**config.mk**
```make
export PLATFORM = sky130hd
export DESIGN_NAME = apple1_pia
export DESIGN_NICKNAME = d
export VERILOG_FILES = /design/src/rtl/apple1_pkg.sv /design/src/rtl/apple1_kbd_fifo.sv /design/src/rtl/apple1_pia.sv
export SDC_FILE = /design/constraint.sdc
export NUM_CORES = 1
export LEC_CHECK = 0
export ABC_AREA = 1
export BUFFER_PORTS_ARGS = -buffer_cell sky130_fd_sc_hd__buf_2
export CAP_MARGIN = 20
export CELL_PAD_IN_SITES_DETAIL_PLACEMENT = 2
export CELL_PAD_IN_SITES_GLOBAL_PLACEMENT = 2
export CORE_MARGIN = 2
export CORE_UTILIZATION = 34
export CTS_CLUSTER_DIAMETER = 100
export DETAILED_ROUTE_END_ITERATION = 7
export PLACE_DENSITY = 0.75
export SLEW_MARGIN = 20
export SYNTH_ARGS = -nofsm -noshare
export SYNTH_HDL_FRONTEND = slang
export SYNTH_SLANG_ARGS = --single-unit
```
**constraint.sdc**
```tcl
create_clock -name clk14 -period 2.5 [get_ports clk14]
set_clock_uncertainty 0.05 [all_clocks]
set_input_delay 0.25 -clock clk14 [delete_from_list [all_inputs] [get_ports clk14]]
set_output_delay 0.25 -clock clk14 [all_outputs]
set_load 0.005 [all_outputs]
```
**src/rtl/apple1_pkg.sv**
```systemverilog
// Shared constants for the Apple-1 keyboard/display port: register offsets,
// status/overflow bit positions and the FIFO pointer width helper.
package apple1_pkg;

   localparam logic [1:0] REG_KBD   = 2'd0;
   localparam logic [1:0] REG_KBDCR = 2'd1;
   localparam logic [1:0] REG_DSP   = 2'd2;
   localparam logic [1:0] REG_DSPCR = 2'd3;

   localparam int STATUS_BIT = 7;
   localparam int OVF_BIT    = 6;

   // Pointer width for a power-of-two FIFO; depth 2 still needs one bit.
   function automatic int fifo_aw(input int depth);
      return (depth <= 2) ? 1 : $clog2(depth);
   endfunction

endpackage

```
**src/rtl/apple1_kbd_fifo.sv**
```systemverilog
// Keystroke FIFO: 7-bit entries, registered count/full/empty, sticky overflow.
// A push into a full FIFO survives only if a pop happens on the same edge.
module apple1_kbd_fifo
   import apple1_pkg::*;
#(
   parameter int DEPTH = 4,
   parameter int AW    = fifo_aw(DEPTH)
) (
   input  logic          clk,
   input  logic          rst,
   input  logic          push,
   input  logic [6:0]    push_data,
   input  logic          pop,
   input  logic          ovf_clr,
   output logic [6:0]    head,
   output logic [AW:0]   count,
   output logic          full,
   output logic          empty,
   output logic          ovf
);

   localparam logic [AW:0] FULL_COUNT = (AW + 1)'(DEPTH);

   logic [6:0]    mem [DEPTH];
   logic [AW-1:0] wr_ptr;
   logic [AW-1:0] rd_ptr;
   logic          do_pop;
   logic          do_push;
   logic          drop;
   logic [AW:0]   count_next;

   assign do_pop  = pop & ~empty;
   assign do_push = push & (~full | do_pop);
   assign drop    = push & full & ~do_pop;
   assign head    = mem[rd_ptr];

   always_comb begin
      count_next = count;
      case ({do_push, do_pop})
         2'b10:   count_next = count + 1'b1;
         2'b01:   count_next = count - 1'b1;
         default: count_next = count;
      endcase
   end

   always_ff @(posedge clk or posedge rst) begin
      if (rst) begin
         wr_ptr <= '0;
         rd_ptr <= '0;
         count  <= '0;
         full   <= 1'b0;
         empty  <= 1'b1;
         ovf    <= 1'b0;
      end else begin
         if (do_push) wr_ptr <= wr_ptr + 1'b1;
         if (do_pop)  rd_ptr <= rd_ptr + 1'b1;
         count <= count_next;
         full  <= (count_next == FULL_COUNT);
         empty <= (count_next == '0);
         // A fresh overflow wins over a clear on the same edge so it is never lost.
         if (drop)
            ovf <= 1'b1;
         else if (ovf_clr)
            ovf <= 1'b0;
      end
   end

   always_ff @(posedge clk) begin
      if (do_push) mem[wr_ptr] <= push_data;
   end

endmodule

```
**src/rtl/apple1_pia.sv**
```systemverilog
// Apple-1 keyboard/display port: 4-register CPU window, keystroke FIFO and a
// valid/ready display output with busy and overflow status.
module apple1_pia
   import apple1_pkg::*;
#(
   parameter logic [15:0] BASE_ADDR = 16'hD010,  // must be 4-byte aligned
   parameter int          KBD_DEPTH = 4
) (
   input  logic        clk14,
   input  logic        rst,
   input  logic        enable,
   input  logic [15:0] addr,
   input  logic        we,
   input  logic [7:0]  din,
   output logic [7:0]  dout,
   output logic        cs,
   input  logic [7:0]  kbd_data,
   input  logic        kbd_strobe,
   output logic        kbd_full,
   output logic [7:0]  dsp_data,
   output logic        dsp_valid,
   input  logic        dsp_ready
);

   localparam int AW = fifo_aw(KBD_DEPTH);

   logic [1:0]  offset;
   logic        rd;
   logic        wr;
   logic        kbd_pop;
   logic        kbd_ovf_clr;
   logic [6:0]  kbd_head;
   logic [AW:0] kbd_count;
   logic        kbd_empty;
   logic        kbd_ovf;
   logic        kbd_nonempty;
   logic [6:0]  last_char;
   logic [5:0]  cr_k;
   logic [5:0]  cr_d;
   logic        dsp_ovf;
   logic [7:0]  rd_data;
   logic        unused_bits;

   assign cs     = (addr[15:2] == BASE_ADDR[15:2]);
   assign offset = addr[1:0];
   assign rd     = enable & cs & ~we;
   assign wr     = enable & cs & we;

   assign kbd_pop      = rd & (offset == REG_KBD) & ~kbd_empty;
   assign kbd_ovf_clr  = rd & (offset == REG_KBDCR);
   assign kbd_nonempty = (kbd_count != '0);

   // Bit 7 of keycodes and display writes is never stored.
   assign unused_bits = ^{din[7], kbd_data[7]};

   apple1_kbd_fifo #(
      .DEPTH (KBD_DEPTH),
      .AW    (AW)
   ) u_kbd_fifo (
      .clk       (clk14),
      .rst       (rst),
      .push      (kbd_strobe),
      .push_data (kbd_data[6:0]),
      .pop       (kbd_pop),
      .ovf_clr   (kbd_ovf_clr),
      .head      (kbd_head),
      .count     (kbd_count),
      .full      (kbd_full),
      .empty     (kbd_empty),
      .ovf       (kbd_ovf)
   );

   always_comb begin
      rd_data = '0;
      case (offset)
         REG_KBD: begin
            rd_data[6:0]       = kbd_empty ? last_char : kbd_head;
            rd_data[STATUS_BIT] = ~kbd_empty;
         end
         REG_KBDCR: begin
            rd_data[5:0]        = cr_k;
            rd_data[OVF_BIT]    = kbd_ovf;
            rd_data[STATUS_BIT] = kbd_nonempty;
         end
         REG_DSP: begin
            rd_data[6:0]        = dsp_data[6:0];
            rd_data[STATUS_BIT] = dsp_valid;
         end
         default: begin
            rd_data[5:0]     = cr_d;
            rd_data[OVF_BIT] = dsp_ovf;
         end
      endcase
   end

   always_ff @(posedge clk14 or posedge rst) begin
      if (rst) begin
         dout      <= 8'h00;
         last_char <= '0;
         cr_k      <= '0;
         cr_d      <= '0;
      end else begin
         if (rd) dout <= rd_data;
         if (kbd_pop) last_char <= kbd_head;
         if (wr && offset == REG_KBDCR) cr_k <= din[5:0];
         if (wr && offset == REG_DSPCR) cr_d <= din[5:0];
      end
   end

   // Display handshake: a character transfers on any edge where dsp_valid and
   // dsp_ready are both high; dsp_data is stable while dsp_valid is high.
   // Busy is the pre-edge dsp_valid, so a write on the transfer edge is dropped.
   always_ff @(posedge clk14 or posedge rst) begin
      if (rst) begin
         dsp_data  <= 8'h00;
         dsp_valid <= 1'b0;
         dsp_ovf   <= 1'b0;
      end else begin
         if (dsp_valid && dsp_ready) dsp_valid <= 1'b0;
         if (wr && offset == REG_DSP) begin
            if (dsp_valid) begin
               dsp_ovf <= 1'b1;
            end else begin
               dsp_data  <= {1'b0, din[6:0]};
               dsp_valid <= 1'b1;
            end
         end
         if (rd && offset == REG_DSPCR) dsp_ovf <= 1'b0;
      end
   end

endmodule

```
# == Yosys cells after proc, flatten, opt, wreduce, memory -nomap -nowiden ==
# Memory sizes are Yosys's and may differ from the RTL's.
# Index checks and enable logic that the tools add are counted.
# word_totals
memories,1
elab_cells,68
out_inout_bits,19
mem_bits_rw,28
ff_bits,46
inputBits,38
# op_classes
addsub,4
reduce_logical,13
eq_ne,7
n_mux,14
bitwise_logic,16
# memory_table
memory,words,width,read_ports,rd_clocked_by_memory_dff,wr,line_no,text
u_kbd_fifo.mem,4,7,1,0,1,apple1_kbd_fifo.sv:24,logic [6:0] mem [DEPTH];
# ops
operator,n
$pmux 7 s3,1
$eq 14x14->1 const B,1
$and 1x1->1,10
$mux 1,10
$mux 7,1
$eq 2x2->1 const B,3
$pmux 3 s2,1
$reduce_bool 2->1,3
$logic_and 1x1->1,5
$not 1->1,5
$add 2x1->2 const B,2
$eq 2x1->1 const B,2
$reduce_and 2->1,2
$add 3x1->3 const B,1
$eq 3x3->1 const B,1
$logic_not 3->1,1
$pmux 1 s3,1
$reduce_bool 3->1,1
$sub 3x1->3 const B,1
$logic_not 2->1,1
$or 1x1->1,1

# == Depth between registers and ports, before layout ==
# logic_depth
word_depth,11
depth_mapped,17
depth_no_buf,16

# == Hierarchy ==
# A second synthesis with hierarchy kept.
# unflattened
hier_cells,373
area_unflattened_um2,3508.4
# modules_own_cells
mod,seq_area_each_um2,area_per_inst_um2,n_inst,cells_each
apple1_pia,900.9,1928.1,1,242
apple1_kbd_fifo,1092.3,1580.3,1,131

# == Least setup slack after synthesis ==
# Ideal clock, no wire load.
# synth_path
kind,input to register
from,input port addr[11]
to,register u_kbd_fifo.empty
arrival_ns,2.177
path_stages,14
t_required_ns,2.382
path_buffers,1
setup_ns,0.068
path_slack_ns,0.205
cell_sequence,nor2_2 nand2_1 nor2_2 nand2_2 nor2_1 nand3_2 buf_2 inv_1 ha_1 inv_1 fa_1 o21ai_0 or2_2 nor2_1
# synth_between
elab_chain_cells,11
elab_cells_between_ends,12
classes_between,eq/ne: 3; mux: 1; bitwise: 7; reduce/logical: 1
# synth_rtl
item,line_no,text
"start, declared",apple1_pia.sv:12,"input logic [15:0] addr,"
$eq 14x14->1 (*),apple1_pia.sv:44,assign cs = (addr[15:2] == BASE_ADDR[15:2]);
$and 1x1->1 (*) (2 in a row),apple1_pia.sv:46,assign rd = enable & cs & ~we;
$and 1x1->1 (*) (2 in a row),apple1_pia.sv:49,assign kbd_pop = rd & (offset == REG_KBD) & ~kbd_empty;
net kbd_pop,apple1_pia.sv:30,logic kbd_pop;
$and 1x1->1 (*),apple1_kbd_fifo.sv:32,assign do_pop = pop & ~empty;
$or 1x1->1,apple1_kbd_fifo.sv:33,assign do_push = push & (~full | do_pop);
$and 1x1->1,apple1_kbd_fifo.sv:33,
$eq 2x1->1 / $eq 2x2->1 (equally long branches),apple1_kbd_fifo.sv:39,"case ({do_push, do_pop})"
$pmux 3 s2 (*),apple1_kbd_fifo.sv:39,
net u_kbd_fifo.count_next[1],apple1_kbd_fifo.sv:30,logic [AW:0] count_next;
$logic_not 3->1 (*),apple1_kbd_fifo.sv:59,empty <= (count_next == '0);
"end signal, assigned",apple1_kbd_fifo.sv:59,
"end, declared",apple1_kbd_fifo.sv:18,"output logic empty,"
# The timed path passes the listed nets; every way through them passes the cells marked *.
# A chain may end at the register's enable or synchronous reset.

# == Worst setup path in the final report ==
# layout_path
from,register u_kbd_fifo.empty
to,register u_kbd_fifo.empty
# layout_between
elab_chain_cells,8
elab_cells_between_ends,9
classes_between,eq/ne: 2; mux: 1; bitwise: 5; reduce/logical: 1
# layout_rtl
item,line_no
$not 1->1 (*),"apple1_kbd_fifo.sv:32, apple1_pia.sv:49"
$and 1x1->1,apple1_pia.sv:49
$and 1x1->1 (*),apple1_kbd_fifo.sv:32
$or 1x1->1,apple1_kbd_fifo.sv:33
$and 1x1->1,apple1_kbd_fifo.sv:33
$eq 2x1->1 / $eq 2x2->1 (equally long branches),apple1_kbd_fifo.sv:39
$pmux 3 s2 (*),apple1_kbd_fifo.sv:39
net u_kbd_fifo.count_next[1],apple1_kbd_fifo.sv:30
$logic_not 3->1 (*),apple1_kbd_fifo.sv:59
# Marked as above.

==> metrics.cfg <==
[status]
status=complete, no violations

[hold_path]
hold_path_depth=2
min_from=dsp_ready
hold_path.class=primary input to flip-flop
timing.hold.worst_endpoint=dsp_valid

[timing]
final-setup-viol-count=0
max_freq_mhz=420
rsz_0062_raised_after_global_routing=yes
relSlewSlack_pct=55.5
fin_crit_ns=2.38
period_share_pct=95.2
setup-tns-final_ns=0
finalHoldViolations=0
final-max-slew-violation-count=0
worst_slew_pin_slew_ns=0.662

[clock_tree]
ctsHtreeMaxLevel=3
cts_buffers=9
clk_transition_reported_paths_ns=0.07
tritoncts_clock_tree=built
clockRootBuffer=sky130_fd_sc_hd__clkbuf_8
clock_latency_ns=0.34
numClockSinks=74
max-clock-path-buffers=2

[detailed_routing]
routedWlPerCell_microns=17.0
drtIter0Drc=77
drt_wl_total_microns=10000
drc=0
route.vias.total=2851
routed_via_density=4.85
first_pass_iters=4
detail-route-antenna-nets=0

[critical_path]
cp.buffers_inverters=2
cp.arrival_ns=2.61
timing.critical_path.mode_cell=sky130_fd_sc_hd__nand2_4
cell_type_of_the_slowest_stage_on_the_worst_timing_path=sky130_fd_sc_hd__dfstp_2
critical_path.cell_chain=nor2_2 > nand4_1 > buf_6 > nand2_4 > nand2_4 > ha_4 > inv_4 > fa_2 > o21ai_1 > or2_2 > nor2_1
critical_path.startpoint_type=flip-flop
worstPathRequired_ns=2.73
reg2reg_depth=11
r2r_slack_ns=0.12
crit_fanout=4
r2r_start=u_kbd_fifo.empty
timing.setup.critical_path_class=flip-flop to flip-flop
worst_setup_path_end_kind=flip-flop
crit_path_max_incr_delay_ns=0.55
worst_r2r_end=u_kbd_fifo.empty
cp_top_family=simple AND/OR/NAND/NOR gates

[logic_synthesis]
async_reset_ff_share_pct=62.2
postSynthAreaPerCell_sq_um=9.30
yosys_register_bits=74
syn-num-nets=420
yosys.cell_types.count=35
post_synth_edffs=28
ys_dominant_reg_cell=sky130_fd_sc_hd__dfrtp_1
sequential_fraction_of_the_synthesis_area_pct=57.0
synth_top_area_share_pct=32.2
yosys_warnings=0
synthDominantAreaCellType=sky130_fd_sc_hd__dfrtp_1
mappedNetlistArea_sq_mm=0.00350
postSynthCellCount=376
largest_cells_by_area_after_synthesis=sky130_fd_sc_hd__dfrtp_1, sky130_fd_sc_hd__edfxtp_1, sky130_fd_sc_hd__nand2_1

[placement]
place.detailed.hpwl_microns=7350
placedInstanceArea_sq_mm=0.00398
port_buffers=53
place.gp.congestion=0.753

[final_layout]
final_layout_size_suffix_gt1_share_pct=25.7
num-nets-final=491
final_design_area_no_fill_sq_mm=0.00425
insertedDiodeCount=0
layout_commonest_cell=sky130_fd_sc_hd__nand2_1
syn2layout_area_growth_pct=21.6
fill_cells=1120
final_cell_mix=sky130_fd_sc_hd__nand2_1, sky130_fd_sc_hd__buf_2, sky130_fd_sc_hd__dfrtp_1, sky130_fd_sc_hd__inv_1, sky130_fd_sc_hd__edfxtp_1

[pwr]
vdd_drop_max_v=0.000350
design_power_total_w=0.00301
leakage_power_nw=2.08
p_per_area_mw_per_mm2=708

[floorplanning]
io_pins=57
placeableCoreArea_sq_mm=0.0101
die_width_microns=105
die_area_sq_mm=0.0111
floorplan.initialDensity_pct=34.5
std_cell_rows=37
die_height_microns=105

[global_routing]
grt_start_max_net_pins=28
antenna_found_initial=0
grt_first_pass_wirelength_microns=16400
groute.usage.overall_pct=19.1
globalRoute.totalOverflow=0
first_global_vias=3164

[run]
max-cap-violations=0

## cells in the mapped netlist, types with 2 or more instances
| cell type | number |
|---|---|
| sky130_fd_sc_hd__dfrtp_1 | 45 |
| sky130_fd_sc_hd__nand2_2 | 6 |
| sky130_fd_sc_hd__ha_1 | 5 |
| sky130_fd_sc_hd__buf_2 | 4 |
| sky130_fd_sc_hd__o211ai_1 | 7 |
| sky130_fd_sc_hd__inv_1 | 39 |
| sky130_fd_sc_hd__nand3b_1 | 7 |
| sky130_fd_sc_hd__nor2_1 | 17 |
| sky130_fd_sc_hd__nand4_1 | 9 |
| sky130_fd_sc_hd__o21ai_0 | 6 |
| sky130_fd_sc_hd__xor2_1 | 2 |
| sky130_fd_sc_hd__a22o_1 | 7 |
| sky130_fd_sc_hd__buf_6 | 2 |
| sky130_fd_sc_hd__nand3_2 | 2 |
| sky130_fd_sc_hd__nand2_1 | 123 |
| sky130_fd_sc_hd__edfxtp_1 | 28 |
| sky130_fd_sc_hd__nor2_2 | 6 |
| sky130_fd_sc_hd__clkbuf_1 | 3 |
| sky130_fd_sc_hd__clkinv_1 | 3 |
| sky130_fd_sc_hd__nand3_1 | 22 |
| sky130_fd_sc_hd__o21ai_1 | 13 |
| sky130_fd_sc_hd__a21oi_1 | 2 |
| sky130_fd_sc_hd__o21ai_2 | 6 |
## repair_timing
action,in CTS,in global routing
hold endpoints to repair,25,0
hold buffers,1,0
pin swaps,1,6
setup buffers,0,2
gates resized for setup,4,9
setup endpoints to repair,2,3
## metal layers
metal	track usage, %	vias to the layer above	share of wire, %
met5	0	-	0
met4	5.24	0	0.91
met3	3.40	7	3.3
met2	32.9	56	51
met1	24.6	1420	45
li1	-	1368	-
## flip-flops by register name, summed over array words and instances, names as in the netlist
register / flops
u_kbd_fifo.mem: 28
u_kbd_fifo.count: 3
dsp_data: 7
cr_d: 6
dout: 8
cr_k: 6
last_char: 7
u_kbd_fifo.ovf: 1
u_kbd_fifo.rd_ptr: 2
u_kbd_fifo.wr_ptr: 2
dsp_ovf: 1
u_kbd_fifo.empty: 1
u_kbd_fifo.full: 1
dsp_valid: 1
## through the flow
step	instances	utilization (%)	hold slack (ns)	worst slack, ns
6_report	588	42.0	0.0404	0.121
5_1_grt	588	42.0	0.0364	-0.0389
4_1_cts	586	41.5	0.0270	0.0127
3_5_place_dp	569	39.3	0.322	-0.179
3_3_place_gp	569	39.3	0.304	0.0401
2_1_floorplan	376	-	0.296	0.205
## final cells by class
| cell class | instances | area, sq um | share of cell area (%) |
|---|---|---|---|
| clock buffer | 9 | 124 | 2.91 |
| sequential | 74 | 1990 | 46.9 |
| multi-input combinational | 248 | 1310 | 30.9 |
| inverter | 43 | 164 | 3.85 |
| tap | 136 | 170 | 4.00 |
| timing repair buffer | 71 | 407 | 9.56 |
| clock inverter | 7 | 83.8 | 1.97 |
## worst register-to-register path, stage by stage, from the launching register on
cell and delay (ns):
sky130_fd_sc_hd__dfstp_2 0.55, sky130_fd_sc_hd__nor2_2 0.05, sky130_fd_sc_hd__nand4_1 0.12, sky130_fd_sc_hd__buf_6 0.14
sky130_fd_sc_hd__nand2_4 0.06, sky130_fd_sc_hd__nand2_4 0.08, sky130_fd_sc_hd__ha_4 0.14, sky130_fd_sc_hd__inv_4 0.05
sky130_fd_sc_hd__fa_2 0.54, sky130_fd_sc_hd__o21ai_1 0.10, sky130_fd_sc_hd__or2_2 0.33, sky130_fd_sc_hd__nor2_1 0.11
## where the power goes
part           total, W  switching [W]  internal (W)
combinational  0.000550       0.000349      0.000201
sequential      0.00147      0.0000656       0.00141
clock          0.000991       0.000441      0.000550
total           0.00301       0.000855       0.00216
## worst max path at each step
| stage | startpoint | to | cells past startpoint |
|---|---|---|---|
| global route | u_kbd_fifo.empty | u_kbd_fifo.empty | 11 |
| global placement | addr[2] | u_kbd_fifo.full | 16 |
| detailed placement | addr[6] | u_kbd_fifo.full | 16 |
| CTS | u_kbd_fifo.empty | u_kbd_fifo.full | 13 |
| finish | u_kbd_fifo.empty | u_kbd_fifo.empty | 11 |
| floorplan | addr[11] | u_kbd_fifo.empty | 14 |
## cells by family after synthesis
family / synth area share, %
AND/OR/NAND/NOR: 25.3
other: 0.107
AO/OA/AOI/OAI: 8.01
flip-flops: 57.0
buffers and inverters: 6.47
adder cells (fa/ha/maj): 2.36
XOR/XNOR: 0.751
(Power assumes the default switching activity.)
